`src/rtl/intra16x16_mode_decider_pkg.sv`:
```
// Shared types and sizing for the 16x16 intra mode decider.
package intra_pkg;

  localparam int unsigned PIX_W     = 8;   // residual sample width, two's complement
  localparam int unsigned ROWS      = 16;  // rows per macroblock, samples per row
  localparam int unsigned SAD_W     = 16;  // full-macroblock SAD accumulator width
  localparam int unsigned CNT_W     = $clog2(ROWS);
  localparam int unsigned ROW_SUM_W = $clog2(ROWS) + PIX_W;  // one row of |s|

  // One residual row: ROWS signed samples, sample c at [c].
  typedef logic [ROWS-1:0][PIX_W-1:0] row_t;

  // Final SADs, indexed by mode: [0]=V, [1]=H, [2]=DC.
  typedef logic [2:0][SAD_W-1:0] sads_t;

  typedef enum logic [1:0] {
    I16_V  = 2'd0,
    I16_H  = 2'd1,
    I16_DC = 2'd2
  } i16_mode_t;

  typedef enum logic [1:0] {
    ST_IDLE    = 2'd0,
    ST_ACCUM   = 2'd1,
    ST_COMPARE = 2'd2,
    ST_DONE    = 2'd3
  } state_t;

endpackage

```
`src/rtl/intra16x16_mode_decider_sad_row16.sv`:
```
// Sum of absolute values over one residual row. Magnitudes are taken on a
// sign-extended PIX_W+1 value so the most negative sample maps to +2^(PIX_W-1).
module sad_row16
  import intra_pkg::*;
(
  input  row_t                 row,
  output logic [ROW_SUM_W-1:0] sum
);

  logic [PIX_W:0] mag [ROWS];

  for (genvar i = 0; i < ROWS; i++) begin : g_mag
    logic signed [PIX_W:0] ext;
    assign ext    = {row[i][PIX_W-1], row[i]};
    assign mag[i] = ext[PIX_W] ? (PIX_W+1)'(-ext) : ext;
  end

  // Add the sixteen magnitudes; ROW_SUM_W holds ROWS * 2^(PIX_W-1) exactly.
  always_comb begin
    sum = '0;
    for (int i = 0; i < ROWS; i++) begin
      sum = sum + ROW_SUM_W'(mag[i]);
    end
  end

endmodule

```
`src/rtl/intra16x16_mode_decider.sv`:
```
// Sequences SAD evaluation of one 16x16 luma macroblock: streams V/H/DC
// residual rows, accumulates three SADs and picks the cheapest allowed mode.
//
// Row handshake: a row transfers on a rising clk edge where row_valid and
// row_ready are both 1. row_ready depends only on the controller state (never
// on row_valid); the source may hold row_valid low for any number of cycles
// and the controller simply waits.
module intra16x16_mode_decider
  import intra_pkg::*;
(
  input  logic             clk,
  input  logic             reset,
  input  logic             start,
  input  logic             avail_top,
  input  logic             avail_left,
  input  logic             row_valid,
  output logic             row_ready,
  input  row_t             vrow,
  input  row_t             hrow,
  input  row_t             dcrow,
  output logic             busy,
  output logic             done,
  output i16_mode_t        best_mode,
  output logic [SAD_W-1:0] best_sad,
  output sads_t            sads,
  output state_t           dbg_state
);

  // The worst-case macroblock SAD must fit the accumulator.
  if (SAD_W < PIX_W - 1 + 2 * $clog2(ROWS) + 1) begin : g_sad_w_check
    $error("SAD_W too narrow for ROWS*ROWS*2^(PIX_W-1)");
  end

  localparam logic [CNT_W-1:0] LAST_ROW = CNT_W'(ROWS - 1);

  state_t                 state, state_nxt;
  logic [CNT_W-1:0]       row_cnt;
  logic [SAD_W-1:0]       acc_v, acc_h, acc_dc;
  logic                   top_q, left_q;
  logic [ROW_SUM_W-1:0]   sum_v, sum_h, sum_dc;
  logic                   row_accept;
  i16_mode_t              cmp_mode;
  logic [SAD_W-1:0]       cmp_sad;

  sad_row16 u_sad_v  (.row(vrow),  .sum(sum_v));
  sad_row16 u_sad_h  (.row(hrow),  .sum(sum_h));
  sad_row16 u_sad_dc (.row(dcrow), .sum(sum_dc));

  assign row_accept = row_valid & row_ready;
  assign dbg_state  = state;

  // State register.
  always_ff @(posedge clk or negedge reset) begin
    if (!reset) state <= ST_IDLE;
    else        state <= state_nxt;
  end

  // Next-state: one pass IDLE -> ACCUM -> COMPARE -> DONE -> IDLE.
  always_comb begin
    state_nxt = state;
    unique case (state)
      ST_IDLE:    if (start) state_nxt = ST_ACCUM;
      ST_ACCUM:   if (row_accept && row_cnt == LAST_ROW) state_nxt = ST_COMPARE;
      ST_COMPARE: state_nxt = ST_DONE;
      ST_DONE:    state_nxt = ST_IDLE;
      default:    state_nxt = ST_IDLE;
    endcase
  end

  // State-decoded outputs.
  always_comb begin
    row_ready = 1'b0;
    busy      = 1'b0;
    done      = 1'b0;
    unique case (state)
      ST_IDLE:    ;
      ST_ACCUM:   begin row_ready = 1'b1; busy = 1'b1; end
      ST_COMPARE: busy = 1'b1;
      ST_DONE:    begin busy = 1'b1; done = 1'b1; end
      default:    ;
    endcase
  end

  // Row counter, accumulators and neighbour-availability capture.
  always_ff @(posedge clk or negedge reset) begin
    if (!reset) begin
      row_cnt <= '0;
      acc_v   <= '0;
      acc_h   <= '0;
      acc_dc  <= '0;
      top_q   <= 1'b0;
      left_q  <= 1'b0;
    end else if (state == ST_IDLE && start) begin
      row_cnt <= '0;
      acc_v   <= '0;
      acc_h   <= '0;
      acc_dc  <= '0;
      top_q   <= avail_top;
      left_q  <= avail_left;
    end else if (state == ST_ACCUM && row_accept) begin
      row_cnt <= row_cnt + 1'b1;
      acc_v   <= acc_v  + SAD_W'(sum_v);
      acc_h   <= acc_h  + SAD_W'(sum_h);
      acc_dc  <= acc_dc + SAD_W'(sum_dc);
    end
  end

  // Cheapest allowed mode; checking DC, then H, then V with <= lets the
  // lower mode index win every tie.
  always_comb begin
    cmp_mode = I16_DC;
    cmp_sad  = acc_dc;
    if (left_q && acc_h <= cmp_sad) begin
      cmp_mode = I16_H;
      cmp_sad  = acc_h;
    end
    if (top_q && acc_v <= cmp_sad) begin
      cmp_mode = I16_V;
      cmp_sad  = acc_v;
    end
  end

  // Result registers: loaded in COMPARE, held until the next COMPARE.
  always_ff @(posedge clk or negedge reset) begin
    if (!reset) begin
      best_mode <= I16_DC;
      best_sad  <= '0;
      sads      <= '0;
    end else if (state == ST_COMPARE) begin
      best_mode <= cmp_mode;
      best_sad  <= cmp_sad;
      sads[0]   <= acc_v;
      sads[1]   <= acc_h;
      sads[2]   <= acc_dc;
    end
  end

endmodule

```
`config.mk`:
```
export PLATFORM = sky130hd
export DESIGN_NAME = intra16x16_mode_decider
export DESIGN_NICKNAME = d
export VERILOG_FILES = /design/src/rtl/intra16x16_mode_decider_pkg.sv /design/src/rtl/intra16x16_mode_decider_sad_row16.sv /design/src/rtl/intra16x16_mode_decider.sv
export SDC_FILE = /design/constraint.sdc
export NUM_CORES = 1
export LEC_CHECK = 0
export ABC_CLOCK_PERIOD_IN_PS = 8400
export CAP_MARGIN = 25
export CORE_UTILIZATION = 30
export DETAILED_ROUTE_END_ITERATION = 16
export GPL_TIMING_DRIVEN = 1
export MAX_ROUTING_LAYER = met4
export PLACE_DENSITY_LB_ADDON = 0.25
export SLEW_MARGIN = 25
export SYNTH_ARGS = -nofsm -noshare
export SYNTH_HDL_FRONTEND = slang
export SYNTH_SLANG_ARGS = --single-unit
```
`constraint.sdc`:
```
create_clock -name clk -period 8.4 [get_ports clk]
set_input_delay 2.52 -clock clk [delete_from_list [all_inputs] [get_ports clk]]
set_output_delay 2.52 -clock clk [all_outputs]
set_load 0.02 [all_outputs]
```
==> flow_summary.toml, run 1 <==
[cts]
clk_path_buf_depth = 2
root_buffer = "clkbuf_16"
clk_pin_slew_worst_paths_ps = 60
tritoncts = "done"
cts_buffers = 17
h-tree-depth = 4
clock_sinks = 122
clk_latency_ps = 440

[run_status]
violations = "negative setup slack"
status = "complete, but fails checks"

[sta]
finalClockSkew_ps = 8.108
fin_hold_ws_ps = 469.2
finalSetupViolCount = 35
finalHoldViolations = 0
fmax_mhz = 105.4
slew_violations = 0
relSlewSlack = 0.3519
fin_crit_sh = 1.130
fin_ws_ps = -1090
fin_crit_ps = 9490
worst_pin_slew_ps = 972.2
rsz0062_at_grt = "true"

[floorplan]
die_y_um = 285.8
rows = 103
die-area_mm2 = 0.08165
die_x_um = 285.8
fp.coreArea_mm2 = 0.07939
start_util = 0.3043
io_pins = 461

[yosys]
synth-edff-count = 0
synth_area_per_cell_um2 = 8.999
synthDistinctLibCells = 62
ys_warn_count = 0
async_flop_share = 1.000
synth-seq-cells = 122
synth_ff_type = "dfrtp_1"
syn_area_mm2 = 0.02415
syn_inst = 2684
yosysSeqAreaShare = 0.1264

[cells_and_area]
multi_input_area_mm2 = 0.02141
syn2layout_area_growth_pct = 55.06
layout.nets = 4700
drive_above_1_share = 0.2791
regArea_mm2 = 0.003054
n_fill_cell = 7650
layout_commonest_cell = "buf_4"
final_cell_mix = "buf_4 (542), inv_1 (442), clkdlybuf4s50_1 (413)"

[placement]
place_hpwl_um = 68670
routabilityCongestion = 0.8923
portBuffers = 460

[grt]
track_usage = 0.2054
grt_pass1_wl_um = 126200
global_route.overflow_total = 0
grt_pass1_vias = 23170
grt_start_max_net_pins = 86
grt_antenna_before_repair = 2

[detailed_routing]
wl_per_cell_um = 16.75
antenna_left = 0
drcViolationCount = 0
drt_iter0_drc = 824
via_per_inst = 4.585
drt_pass1_iterations = 5
vias = 22100
wirelength_um = 80770

[critical_path]
worstReg2RegEnd = "best_sad[15]$_DFFE_PN0P_"
cp-end-kind = "flip-flop"
worstPathMaxFanout = 2
r2r_setup_slack_ps = 2790
rr_worst_depth = 14
worstSetupStartpointType = "input pin"
cp_data_arrival_time_ps = 9790
critPathKind = "input pin to flip-flop"
worst_ep_required_time_ps = 8700
regToRegStartpoint = "acc_dc[15]$_DFFE_PN0P_"

[worst_hold_path]
whs_endpoint = "best_mode[1]$_DFFE_PN1P_"
worstHoldStart = "best_mode[1]$_DFFE_PN1P_"
hold_depth = 2
hold_class = "flip-flop to flip-flop"

[job]
cap_violations = 0
[critical path: stages]
cell and delay, ps:
clkdlybuf4s50_1 480, or3_1 430, nand2_1 90, xor2_1 220, fa_1 460, fa_2 620
fa_2 470, fa_1 560, inv_1 50, fa_1 480, inv_1 50, fa_1 540
inv_2 60, ha_4 200, a21o_1 200, a21oi_4 160, o21bai_4 100, a2111oi_4 360
nor2_1 90, xnor2_1 140, ha_1 310, a21o_1 200, or3_4 370, o211ai_1 280
a211oi_2 120, xnor2_1 180, nor2_1 50
[sequential cells by signal, summed over array words and instances (netlist names)]
register,cells
sads,48
acc_dc,16
acc_h,16
acc_v,16
best_sad,16
row_cnt,4
best_mode,2
dbg_state,2
left_q,1
top_q,1
[cell families after synthesis]
logic type      after synthesis  share of synthesized area
fa+ha+maj                   554                     0.3951
buf+inv                     534                    0.08376
xor+xnor                    312                     0.1131
flops                       122                     0.1264
mux                          39                    0.01787
compound gates              461                     0.1236
simple gates                660                     0.1397
other cells                   2                  0.0003109
[metrics by stage]
stage	setup WS [ps]	utilization	cells	area, um^2	setup TNS, ps
after global placement	-2028	0.4379	4721	34770	-58660
after global routing	-1327	0.4718	4821	37450	-32500
after floorplan	-966.0	-	2730	25120	-14300
after detailed placement	-2061	0.4379	4721	34770	-58900
final	-1090	0.4718	4821	37450	-23810
after CTS	-1089	0.4608	4800	36580	-23380
[cell usage after synthesis, drive strengths merged, types with 10 or more instances]
master / instances / area [um^2]
inv: 503 / 1888
fa: 348 / 6967
nand2: 208 / 780.8
ha: 206 / 2577
xnor2: 184 / 1612
o21ai: 167 / 835.8
xor2: 128 / 1121
dfrtp: 121 / 3028
nor2: 112 / 427.9
a21oi: 94 / 493.0
nand2b: 86 / 538.0
or3: 76 / 475.5
o31ai: 55 / 412.9
mux2: 33 / 371.6
nor4: 33 / 206.5
nor3: 26 / 130.1
clkbuf: 24 / 90.09
nand3: 24 / 120.1
nor2b: 23 / 143.9
and3: 21 / 131.4
a211oi: 19 / 142.6
a21o: 19 / 142.6
o41ai: 19 / 166.4
a221oi: 16 / 202.7
o221ai: 15 / 137.6
o21bai: 14 / 105.1
nand3b: 11 / 82.58
nor4b: 11 / 111.4
nand4: 10 / 62.56
o21a: 10 / 75.07
[worst max-delay path by stage]
stage | startpoint | to | slack, ps | cells past startpoint
finish | vrow[106] | acc_v[12]$_DFFE_PN0P_ | -1090 | 27
global route | vrow[9] | acc_v[12]$_DFFE_PN0P_ | -1330 | 34
CTS | dcrow[8] | acc_dc[12]$_DFFE_PN0P_ | -1090 | 32
detailed placement | dcrow[1] | acc_dc[15]$_DFFE_PN0P_ | -2060 | 35
global placement | dcrow[1] | acc_dc[15]$_DFFE_PN0P_ | -2030 | 32
floorplan | vrow[1] | acc_v[12]$_DFFE_PN0P_ | -970 | 31
[per-layer routing]
layer / wire length [um] / GRT usage
met5: 0 / -
met1: 35510 / 0.2579
met4: 2378 / 0.06083
met2: 39910 / 0.3442
met3: 2962 / 0.02616
[timing repair]
| action | CTS | global route |
|---|---|---|
| resized for setup | 308 | 157 |
| pin swaps | 238 | 163 |
| setup endpoints to repair | 39 | 39 |
| buffers inserted | 50 | 20 |
| hold buffers | 0 | 0 |
[final cells by class]
type                       count  area share
timing repair buffer        1038      0.2435
sequential                   122     0.08155
clock inverter                15    0.004677
clock buffer                  17     0.01136
tap                         1050     0.03508
antenna                        2   0.0001336
multi-input combinational   2074      0.5715
inverter                     503     0.05215
Power of run 1 is left out: the tool's default activity adds up to more than one toggle a clock period on the data nets, which glitch-free logic cannot reach.
==> run 2, diff against run 1 <==
--- a/config.mk
+++ b/config.mk
@@ -9,7 +9,7 @@
 export CAP_MARGIN = 25
 export CORE_UTILIZATION = 30
 export DETAILED_ROUTE_END_ITERATION = 16
-export GPL_TIMING_DRIVEN = 1
+export GPL_TIMING_DRIVEN = 0
 export MAX_ROUTING_LAYER = met4
 export PLACE_DENSITY_LB_ADDON = 0.25
 export SLEW_MARGIN = 25
==> flow_summary.toml, run 2 (synthesized netlist as in run 1, its figures left out) <==
[run_status]
status = "complete, but fails checks"
violations = "negative setup slack"

[floorplan]
start_util = 0.3043
die_x_um = 285.8
fp.coreArea_mm2 = 0.07939
die-area_mm2 = 0.08165
die_y_um = 285.8
io_pins = 461
rows = 103

[sta]
slew_violations = 0
relSlewSlack = 0.3405
worst_pin_slew_ps = 989.2
fin_ws_ps = -1235
finalHoldViolations = 0
finalSetupViolCount = 34
rsz0062_at_grt = "true"
fin_crit_sh = 1.147
finalClockSkew_ps = 10.51
fmax_mhz = 103.8
fin_crit_ps = 9635

[critical_path]
critical_path.most_common_cell = "fa_1"
cp-end-kind = "flip-flop"
r2r_setup_slack_ps = 3160
cpPeakStageDelay_ps = 570
worstPathMaxFanout = 3
worstReg2RegEnd = "best_sad[10]$_DFFE_PN0P_"
worstSetupStartpointType = "input pin"
cp_slowest_cell = "fa_1"
rr_worst_depth = 15
regToRegStartpoint = "acc_h[1]$_DFFE_PN0P_"
critPathKind = "input pin to flip-flop"
cp_data_arrival_time_ps = 9920
worst_ep_required_time_ps = 8690

[cells_and_area]
largest_register_ffs = 48
layout.nets = 4253
largest_register = "sads"
drive_above_1_share = 0.1749
antenna_cells = 0
final_cell_mix = "inv_1 (445), clkdlybuf4s50_1 (396), fa_1 (320)"
syn2layout_area_growth_pct = 41.32
layout_commonest_cell = "inv_1"

[cts]
h-tree-depth = 4
clock_sinks = 122
clk_latency_ps = 430
ctsHoldBuffers = 0
cts_buffers = 17
tritoncts = "done"
clk_pin_slew_worst_paths_ps = 60
root_buffer = "clkbuf_16"
clk_path_buf_depth = 2

[job]
cap_violations = 0

[placement]
portBuffers = 460
place_hpwl_um = 66480
routabilityCongestion = 0.9139
place_ws_ps = -2341

[detailed_routing]
drcViolationCount = 0
via_per_inst = 4.733
drt_pass1_iterations = 5
drt_iter0_drc = 1013
wl_per_cell_um = 18.01
vias = 20690
wirelength_um = 78730
antenna_left = 0

[grt]
grt_start_max_net_pins = 68
global_route.overflow_total = 0
grt_pass1_wl_um = 121800
grt_antenna_before_repair = 0
grt_pass1_vias = 21510
track_usage = 0.1987

[worst_hold_path]
hold_depth = 2
whs_endpoint = "best_mode[1]$_DFFE_PN1P_"
worstHoldStart = "best_mode[1]$_DFFE_PN1P_"
hold_class = "flip-flop to flip-flop"
==> run 2: changes by cell type in the layout (fill, tap and decap cells not counted), moves of 7 or more <==
cell             previous run  this run
clkdlybuf4s50_1           413       396
clkbuf_1                    0        24
dlymetal6s2s_1              8        15
buf_4                     542        66
buf_2                       2        11
==> run 2: critical path: cells and delay by family <==
family	cells	cell delay, ps
AO/OA/AOI/OAI	10	1380
adder cells (fa/ha/maj)	10	4170
buffers and inverters	8	630
XOR/XNOR	3	480
AND/OR/NAND/NOR	5	720
==> run 2: worst max-delay path by stage <==
stage | from | endpoint | slack (ps) | cells after the start
floorplan | vrow[1] | acc_v[12]$_DFFE_PN0P_ | -970 | 31
CTS | vrow[0] | acc_v[14]$_DFFE_PN0P_ | -1170 | 33
global placement | vrow[1] | acc_v[12]$_DFFE_PN0P_ | -2380 | 32
global route | vrow[9] | acc_v[12]$_DFFE_PN0P_ | -1500 | 34
detailed placement | vrow[1] | acc_v[12]$_DFFE_PN0P_ | -2340 | 32
finish | vrow[9] | acc_v[12]$_DFFE_PN0P_ | -1240 | 36
==> run 2: timing repair <==
| action | in CTS | in global routing |
|---|---|---|
| setup endpoints to repair | 40 | 38 |
| pin swaps | 229 | 147 |
| resized for setup | 338 | 181 |
| setup buffers | 79 | 22 |
==> run 2: metal layers <==
metal | global-route usage | vias up | part of all wire
met3 | 0.03182 | 82 | 0.051
met1 | 0.2570 | 10100 | 0.44
met2 | 0.3256 | 480 | 0.49
met5 | - | - | 0
met4 | 0.04412 | 0 | 0.024
li1 | - | 10030 | -
==> run 2: layout make-up <==
| class | instances | area (um^2) |
|---|---|---|
| well taps | 1050 | 1314 |
| multi-input cells | 2074 | 21570 |
| repair buffers | 560 | 5493 |
| clock inverters | 15 | 188.9 |
| flip-flops and latches | 122 | 3054 |
| inverters | 503 | 1956 |
| plain buffers | 31 | 135.1 |
| clock buffers | 17 | 425.4 |
| fillers | 7718 | 45250 |
==> run 2: through the flow <==
| stage | util | instances | area (um^2) | hold slack, ps | setup TNS, ps |
|---|---|---|---|---|---|
| floorplan | - | 2730 | 25120 | 460.3 | -14300 |
| global placement | 0.3910 | 4240 | 31040 | 457.7 | -100410 |
| detailed placement | 0.3914 | 4241 | 31070 | 473.7 | -61170 |
| CTS | 0.4176 | 4351 | 33160 | 477.0 | -25660 |
| global route | 0.4300 | 4372 | 34130 | 509.7 | -32990 |
| finish | 0.4300 | 4372 | 34130 | 472.9 | -24780 |
Power of run 2 is left out for the same reason.
